File: config.mk
export PLATFORM = sky130hd
export DESIGN_NAME = nibble_serial_add_ctrl
export DESIGN_NICKNAME = d
export VERILOG_FILES = /design/src/rtl/adder_pkg.sv /design/src/rtl/nibble_adder.sv /design/src/rtl/nibble_serial_add_ctrl.sv
export SDC_FILE = /design/constraint.sdc
export NUM_CORES = 1
export LEC_CHECK = 0
export ABC_CLOCK_PERIOD_IN_PS = 3400
export CELL_PAD_IN_SITES_DETAIL_PLACEMENT = 1
export CELL_PAD_IN_SITES_GLOBAL_PLACEMENT = 1
export CORE_MARGIN = 1.5
export CORE_UTILIZATION = 35
export DETAILED_ROUTE_END_ITERATION = 8
export PLACE_DENSITY_LB_ADDON = 0.08
export SYNTH_ARGS = -nofsm -noshare
export SYNTH_HDL_FRONTEND = slang
export SYNTH_SLANG_ARGS = --single-unit
File: constraint.sdc
create_clock -name clk -period 3.4 [get_ports clk]
set_input_delay 0.68 -clock clk [delete_from_list [all_inputs] [get_ports clk]]
set_output_delay 0.68 -clock clk [all_outputs]
set_load 0.01 [all_outputs]
File: src/rtl/adder_pkg.sv
// adder_pkg: shared constants, state encoding and sizing helper
// for the nibble-serial adder sequencer.
package adder_pkg;

   localparam int NIBBLE_W = 4;

   typedef enum logic [1:0] {
      IDLE = 2'b00,
      RUN  = 2'b01,
      DONE = 2'b10
   } state_t;

   function automatic int clog2(input int n);
      int r;
      r = 0;
      for (int i = 0; i < 31; i++)
         if ((1 << i) < n) r = i + 1;
      return r;
   endfunction

endpackage

File: src/rtl/nibble_adder.sv
// nibble_adder: 4-bit ripple of full adders, purely combinational.
// Ports: a, b (4b), cin -> s (4b), cout.
import adder_pkg::*;

module nibble_adder (
   input  logic [NIBBLE_W-1:0] a,
   input  logic [NIBBLE_W-1:0] b,
   input  logic                cin,
   output logic [NIBBLE_W-1:0] s,
   output logic                cout
);

   logic [NIBBLE_W:0] c;

   assign c[0] = cin;

   for (genvar i = 0; i < NIBBLE_W; i++) begin : g_fa
      assign s[i]   = a[i] ^ b[i] ^ c[i];
      assign c[i+1] = (a[i] & b[i]) | (c[i] & (a[i] ^ b[i]));
   end

   assign cout = c[NIBBLE_W];

endmodule

File: src/rtl/nibble_serial_add_ctrl.sv
// nibble_serial_add_ctrl: adds W=4*NIBBLES-bit operands one nibble per
// enabled cycle through a single nibble_adder, LSB first.
// Ports: clk, rst_n (async low), ena (global freeze), in_valid/in_ready,
// op_a/op_b/sub, out_valid/out_ready, sum, carry_out, busy.
// Option: define SUBTRACT_EN to honour sub (A + ~B + 1); otherwise
// sub is ignored and no inverter is built.
import adder_pkg::*;

module nibble_serial_add_ctrl #(
   parameter int NIBBLES = 4
) (
   input  logic                    clk,
   input  logic                    rst_n,
   input  logic                    ena,
   input  logic                    in_valid,
   output logic                    in_ready,
   input  logic [NIBBLE_W*NIBBLES-1:0] op_a,
   input  logic [NIBBLE_W*NIBBLES-1:0] op_b,
   input  logic                    sub,
   output logic                    out_valid,
   input  logic                    out_ready,
   output logic [NIBBLE_W*NIBBLES-1:0] sum,
   output logic                    carry_out,
   output logic                    busy
);

   localparam int W     = NIBBLE_W * NIBBLES;
   localparam int IDX_W = clog2(NIBBLES);

   state_t             state_q, state_d;
   logic [W-1:0]       a_q, b_q, sum_q;
   logic [IDX_W-1:0]   idx_q;
   logic               carry_q, cout_q;
   logic               last;
   logic               cin_acc;

   logic [NIBBLE_W-1:0] a_nib, b_nib, s_nib;
   logic                s_cout;

`ifdef SUBTRACT_EN
   logic sub_q;
   assign cin_acc = sub;
`else
   logic sub_unused;
   assign sub_unused = sub;
   assign cin_acc    = 1'b0;
`endif

   assign last = (idx_q == IDX_W'(NIBBLES - 1));

   // Slice operands: select the active nibble; B is inverted for subtract.
   always_comb begin
      a_nib = a_q[NIBBLE_W*idx_q +: NIBBLE_W];
      b_nib = b_q[NIBBLE_W*idx_q +: NIBBLE_W];
`ifdef SUBTRACT_EN
      if (sub_q) b_nib = ~b_nib;
`endif
   end

   nibble_adder u_slice (
      .a    (a_nib),
      .b    (b_nib),
      .cin  (carry_q),
      .s    (s_nib),
      .cout (s_cout)
   );

   always_ff @(posedge clk or negedge rst_n) begin
      if (!rst_n) state_q <= IDLE;
      else if (ena) state_q <= state_d;
   end

   always_comb begin
      state_d   = state_q;
      in_ready  = 1'b0;
      out_valid = 1'b0;
      busy      = 1'b0;
      unique case (state_q)
         IDLE: begin
            in_ready = 1'b1;
            if (in_valid) state_d = RUN;
         end
         RUN: begin
            busy = 1'b1;
            if (last) state_d = DONE;
         end
         DONE: begin
            busy      = 1'b1;
            out_valid = 1'b1;
            if (out_ready) state_d = IDLE;
         end
         default: state_d = IDLE;
      endcase
   end

   always_ff @(posedge clk or negedge rst_n) begin
      if (!rst_n) begin
         a_q     <= '0;
         b_q     <= '0;
         sum_q   <= '0;
         idx_q   <= '0;
         carry_q <= 1'b0;
         cout_q  <= 1'b0;
`ifdef SUBTRACT_EN
         sub_q   <= 1'b0;
`endif
      end else if (ena) begin
         if (state_q == IDLE && in_valid) begin
            a_q     <= op_a;
            b_q     <= op_b;
            sum_q   <= '0;
            idx_q   <= '0;
            carry_q <= cin_acc;
`ifdef SUBTRACT_EN
            sub_q   <= sub;
`endif
         end else if (state_q == RUN) begin
            sum_q[NIBBLE_W*idx_q +: NIBBLE_W] <= s_nib;
            carry_q <= s_cout;
            idx_q   <= idx_q + 1'b1;
            if (last) cout_q <= s_cout;
         end
      end
   end

   assign sum       = sum_q;
   assign carry_out = cout_q;

endmodule

# Yosys cells after proc, flatten, opt, wreduce, memory -nomap -nowiden
# Cells that the tools add are included.
[classes]
n_addsub = 2
eq_ne = 6
n_shift = 4
mux = 14
bitwise_logic = 21
n_reduce_logical = 8
[ops]
columns = ["cell", "count"]
rows = [
  ["$neg A4 Y34", 1],
  ["$shift A4 B34 Y16 const A", 1],
  ["$shiftx A4 B34 Y16", 1],
  ["$mux W16", 2],
  ["$shiftx A16 B5 Y4", 2],
  ["$bwmux W16", 1],
  ["$mux W2", 5],
  ["$and A1 B1 Y1", 8],
  ["$reduce_and A4 Y1", 2],
  ["$xor A1 B1 Y1", 8],
  ["$ne A2 B2 Y1 const B", 3],
  ["$pmux W2 S3", 1],
  ["$mux W1", 5],
  ["$eq A2 B2 Y1 const B", 2],
  ["$or A1 B1 Y1", 4],
  ["$reduce_and A2 Y1", 2],
  ["$add A2 B1 Y2 const B", 1],
  ["$eq A2 B1 Y1 const B", 1],
  ["$logic_not A2 Y1", 1],
  ["$reduce_bool A2 Y1", 1],
  ["$reduce_or A2 Y1", 1],
  ["$logic_and A1 B1 Y1", 1],
  ["$not A1 Y1", 1],
]
[totals]
reg_bits = 54
in_bits = 38
wordCells = 62

# Logic depth before layout (Yosys ltp)
[depth]
word_depth = 13
ltp_mapped = 11
ltp_nobuf = 10

# Cells and area by module
# From an unflattened synthesis, not the netlist that was laid out.
[unflattened]
hier_cells = 201
hier_area_um2 = 2695.1
[by_module_without_submodules]
columns = ["mod", "n_inst", "cells_each", "area_per_inst_um2", "seq_area_each_um2"]
rows = [
  ["nibble_serial_add_ctrl", 1, 187, 2577.5, 1351.3],
  ["nibble_adder", 1, 14, 117.6, 0.0],
]

# Least setup slack after synthesis
# OpenSTA, ideal clock, no wires.
[synth_path]
path_kind = "reg-to-reg"
from = "register idx_q[1]"
to = "register sum_q[3] (netlist: sum[3])"
setup_ps = 65
t_arrival_ps = 2901
required_ps = 3335
slack_ps = 434
path_stages_with_launch = 12
path_cell_list = "dfrtp_1 clkbuf_1 mux4_2 inv_1 fa_1 inv_1 fa_1 inv_1 fa_1 fa_1 nor4b_1 mux2_2"
[synth_via]
elab_chain_len = 13
elab_cells_between_ends = 25
cone_classes = "add/sub (1); shift (4); mux (3); bitwise (17)"
[synth_rtl]
columns = ["item", "line_no", "source"]
rows = [
  ["from (decl)", "nibble_serial_add_ctrl.sv:32", "logic [IDX_W-1:0] idx_q;"],
  ["from (signal assigned)", "nibble_serial_add_ctrl.sv:120", "idx_q <= idx_q + 1'b1;"],
  ["$shiftx A16 B5 Y4 (on tied branches)", "nibble_serial_add_ctrl.sv:53, nibble_serial_add_ctrl.sv:54", ""],
  ["$xor A1 B1 Y1", "nibble_adder.sv:18, nibble_adder.sv:19", ""],
  ["$and A1 B1 Y1", "nibble_adder.sv:19", "assign c[i+1] = (a[i] & b[i]) | (c[i] & (a[i] ^ b[i]));"],
  ["$or A1 B1 Y1", "nibble_adder.sv:19", ""],
  ["$and A1 B1 Y1", "nibble_adder.sv:19", ""],
  ["$or A1 B1 Y1", "nibble_adder.sv:19", ""],
  ["$and A1 B1 Y1", "nibble_adder.sv:19", ""],
  ["$or A1 B1 Y1", "nibble_adder.sv:19", ""],
  ["$xor A1 B1 Y1", "nibble_adder.sv:18", "assign s[i] = a[i] ^ b[i] ^ c[i];"],
  ["$shiftx A4 B34 Y16", "nibble_serial_add_ctrl.sv:118", "sum_q[NIBBLE_W*idx_q +: NIBBLE_W] <= s_nib;"],
  ["$bwmux W16 (*)", "nibble_serial_add_ctrl.sv:118", ""],
  ["$mux W16 (*)", "nibble_serial_add_ctrl.sv:117", "end else if (state_q == RUN) begin"],
  ["$mux W16 (*)", "nibble_serial_add_ctrl.sv:108", "if (state_q == IDLE && in_valid) begin"],
  ["to (signal, indexed assignment)", "nibble_serial_add_ctrl.sv:118", ""],
  ["to (decl)", "nibble_serial_add_ctrl.sv:31", "logic [W-1:0] a_q, b_q, sum_q;"],
]
# Mark *: on every way between the ends. The rest lies on a longest branch, timed or not. The select of a mux whose other input is x is not followed.
# A chain may end at the register's enable or synchronous reset.

# Final worst setup path
[layout_path]
from = "register idx_q[0]"
to = "register sum_q[11] (netlist: sum[11])"
# The elaborated chain is that of the path after synthesis.

==> impl_metrics.json <==
{
  "grt_pass1_vias": 1846,
  "synth_top_cell_area_share_pct": 48.2,
  "hold_viol": 0,
  "power_density_nw_per_um2": 878,
  "cts_sinks": 54,
  "slew_headroom_pct": 64.0,
  "fp.dieArea_um2": 8550,
  "place_congestion": 0.723,
  "wirelength_mm": 5.75,
  "max_cap_violations": 0,
  "cts_buffers": 5,
  "row_count": 32,
  "whs_ns": 0.247,
  "cts.reportedPaths.clkPinSlew_ns": 0.10,
  "ys_async_sr_fraction_pct": 100,
  "max_freq_ghz": 0.323,
  "drive_gt1_share_pct": 29.1,
  "ys_seq_area_share_pct": 48.2,
  "fin_tns_setup_ns": 0,
  "drc": 0,
  "reg2regPathDepth": 10,
  "place_hpwl_mm": 4.26,
  "global_route.overflow_total": 0,
  "core-area_um2": 7730,
  "fp.dieH_um": 92.5,
  "synth-edff-count": 0,
  "fin_util_pct": 46.1,
  "fp.dieW_um": 92.5,
  "start_kind": "flip-flop",
  "synth_commonest_cells": "dfrtp_1, mux2_4, inv_1, mux2_2",
  "synth_cells": 194,
  "min_period_ns": 3.09,
  "cts_root_buf": "clkbuf_8",
  "arrival_ns": 3.35,
  "clockBufferDepth": 2,
  "clock_latency_ns": 0.31,
  "diodes": 0,
  "io_pins": 58,
  "routed_via_density": 4.85,
  "dominantRegCellSynth": "dfrtp_1",
  "p_total_mw": 3.13,
  "track_usage_pct": 14.5,
  "combPwrFrac_pct": 54.3,
  "drv_slew": 0,
  "final_nets": 303,
  "ys_types": 34,
  "p_leak_nw": 1.62,
  "grt_antenna_before_repair": 0,
  "first_iter_violations": 53,
  "tightest_slew_ns": 0.539,
  "drtPass1Iterations": 2,
  "pre_cts_slack_ns": 0.258,
  "skew_ns": 0.00981,
  "start_util_pct": 36.3,
  "crit_fanout": 7,
  "fin_ws_ns": 0.307,
  "end_kind": "flip-flop",
  "cts_tree": "yes",
  "yosysMostFrequentCell": "dfrtp_1",
  "vias": 1728,
  "status": "finished, final reports clean",
  "synth_nets": 244,
  "grt_pass1_wl_mm": 9.47,
  "grt_max_degree": 42,
  "crit_required_ns": 3.66,
  "synth_warnings": 0,
  "post-route-period-util_pct": 91.0,
  "holdCritPathClass": "in -> async",
  "wire_per_inst_um": 16.2,
  "clockPowerShare_pct": 12.0,
  "ys_top_cells_by_area": "dfrtp_1, mux2_4, mux4_2",
  "syn_avg_cell_area_um2": 14.4,
  "intPower_mw": 1.97,
  "crit_type": "reg -> reg",
  "syn_to_final_growth_pct": 27.2,
  "vdd_drop_max_uv": 439,
  "sw_frac_of_total_pct": 37.2,
  "yosys_register_bits": 54,
  "cts_max_level": 2,
  "syn-cell-area_um2": 2800,
  "setup-violations-final": 0,
  "rsz0062_at_grt": "false",
  "p_sw_mw": 1.16,
  "pwr-share-seq_pct": 33.7,
  "yosys.area.top_type": "dfrtp_1",
  "antenna_left": 0,
  "numPortBuffers": 56
}
==> worst paths after layout <==
path | startpoint | to | slack (ns)
min reg2reg | sum[12] | sum[12] | 0.51
min in group clk | sum[12] | sum[12] | 0.51
max in group asynchronous | rst_n | idx_q[0] | 2.29
max | idx_q[0] | sum[11] | 0.31
max reg2reg | idx_q[0] | sum[11] | 0.31
min | rst_n | sum[1] | 0.25
==> critical path, stage by stage (launching register included) <==
cell	delay (ns)
dfrtp_2	0.50
mux4_2	0.37
inv_1	0.07
fa_1	0.38
inv_1	0.07
fa_1	0.16
inv_1	0.05
fa_1	0.38
fa_1	0.55
nor4_1	0.32
mux2_2	0.20
==> kinds of logic (layout without fill, tap and decap cells) <==
logic type / Yosys count / after routing / share of synthesized area, %
buffers and inverters: 27 / 87 / 4.96
multiplexers: 53 / 53 / 28.5
AND/OR/NAND/NOR: 30 / 30 / 6.65
AO/OA/AOI/OAI: 18 / 18 / 5.22
adder cells (fa/ha/maj): 12 / 12 / 6.43
flip-flops: 54 / 54 / 48.2
==> power by group through the flow <==
stage	registers [mW]	clock network (mW)	logic, mW
after floorplan	1.02	0	1.23
after global placement	1.07	0	1.73
after detailed placement	1.07	0	1.75
after global routing	1.09	0.417	1.88
final	1.05	0.376	1.70
after CTS	1.06	0.392	1.75
==> cell type report <==
type	count	area, um^2
Clock inverter	1	5.00
Fill cell	786	4160
Tap cell	102	128
Multi-Input combinational cell	113	1310
Timing Repair Buffer	63	621
Inverter	16	60.1
Sequential cell	54	1350
Clock buffer	7	86.3
==> metal layers <==
layer  track usage [%]  vias to the layer above  part of all wire [%]
li1                  -                      822                     -
met1              19.2                      867                    47
met2              24.1                       35                    49
met3              3.04                        4                   3.3
met4              3.46                        0                  0.66
met5                 0                        -                     0
==> per-stage QoR <==
step | cell area (um^2) | cells
6_report | 3560 | 356
3_5_place_dp | 3470 | 348
4_1_cts | 3560 | 356
2_1_floorplan | 2800 | 194
5_1_grt | 3560 | 356
3_3_place_gp | 3470 | 348
==> registers in the layout (all words and copies together), names as in the netlist <==
signal	cells
carry_out	1
sum	16
b_q	16
state_q	2
carry_q	1
a_q	16
idx_q	2
==> what timing repair did <==
action | in CTS | in global routing
hold buffers | 0 | 0
buffers inserted | 0 | 0
endpoints found under the setup margin | 0 | 1
gates resized for setup | 0 | 1
==> layout by cell type, fill, tap and decap left out, drive strengths merged <==
| cell | instances |
|---|---|
| nand2 | 5 |
| nand2b | 2 |
| nor4 | 8 |
| a41oi | 2 |
| and2 | 5 |
| inv | 16 |
| o2bb2ai | 6 |
| clkinv | 1 |
| mux4 | 8 |
| fa | 4 |
| o31ai | 2 |
| nand3b | 1 |
| nor3 | 1 |
| dfrtp | 54 |
| mux2 | 45 |
| clkdlybuf4s50 | 55 |
| o21ai | 5 |
| nand4 | 1 |
| a22o | 1 |
| o2111ai | 1 |
| buf | 8 |
| ha | 8 |
| nor4b | 3 |
| nor2 | 1 |
| a21o | 1 |
| clkbuf | 7 |
| nand3 | 2 |
| nor4bb | 1 |
No activity file was read; power rests on OpenSTA's default activity.
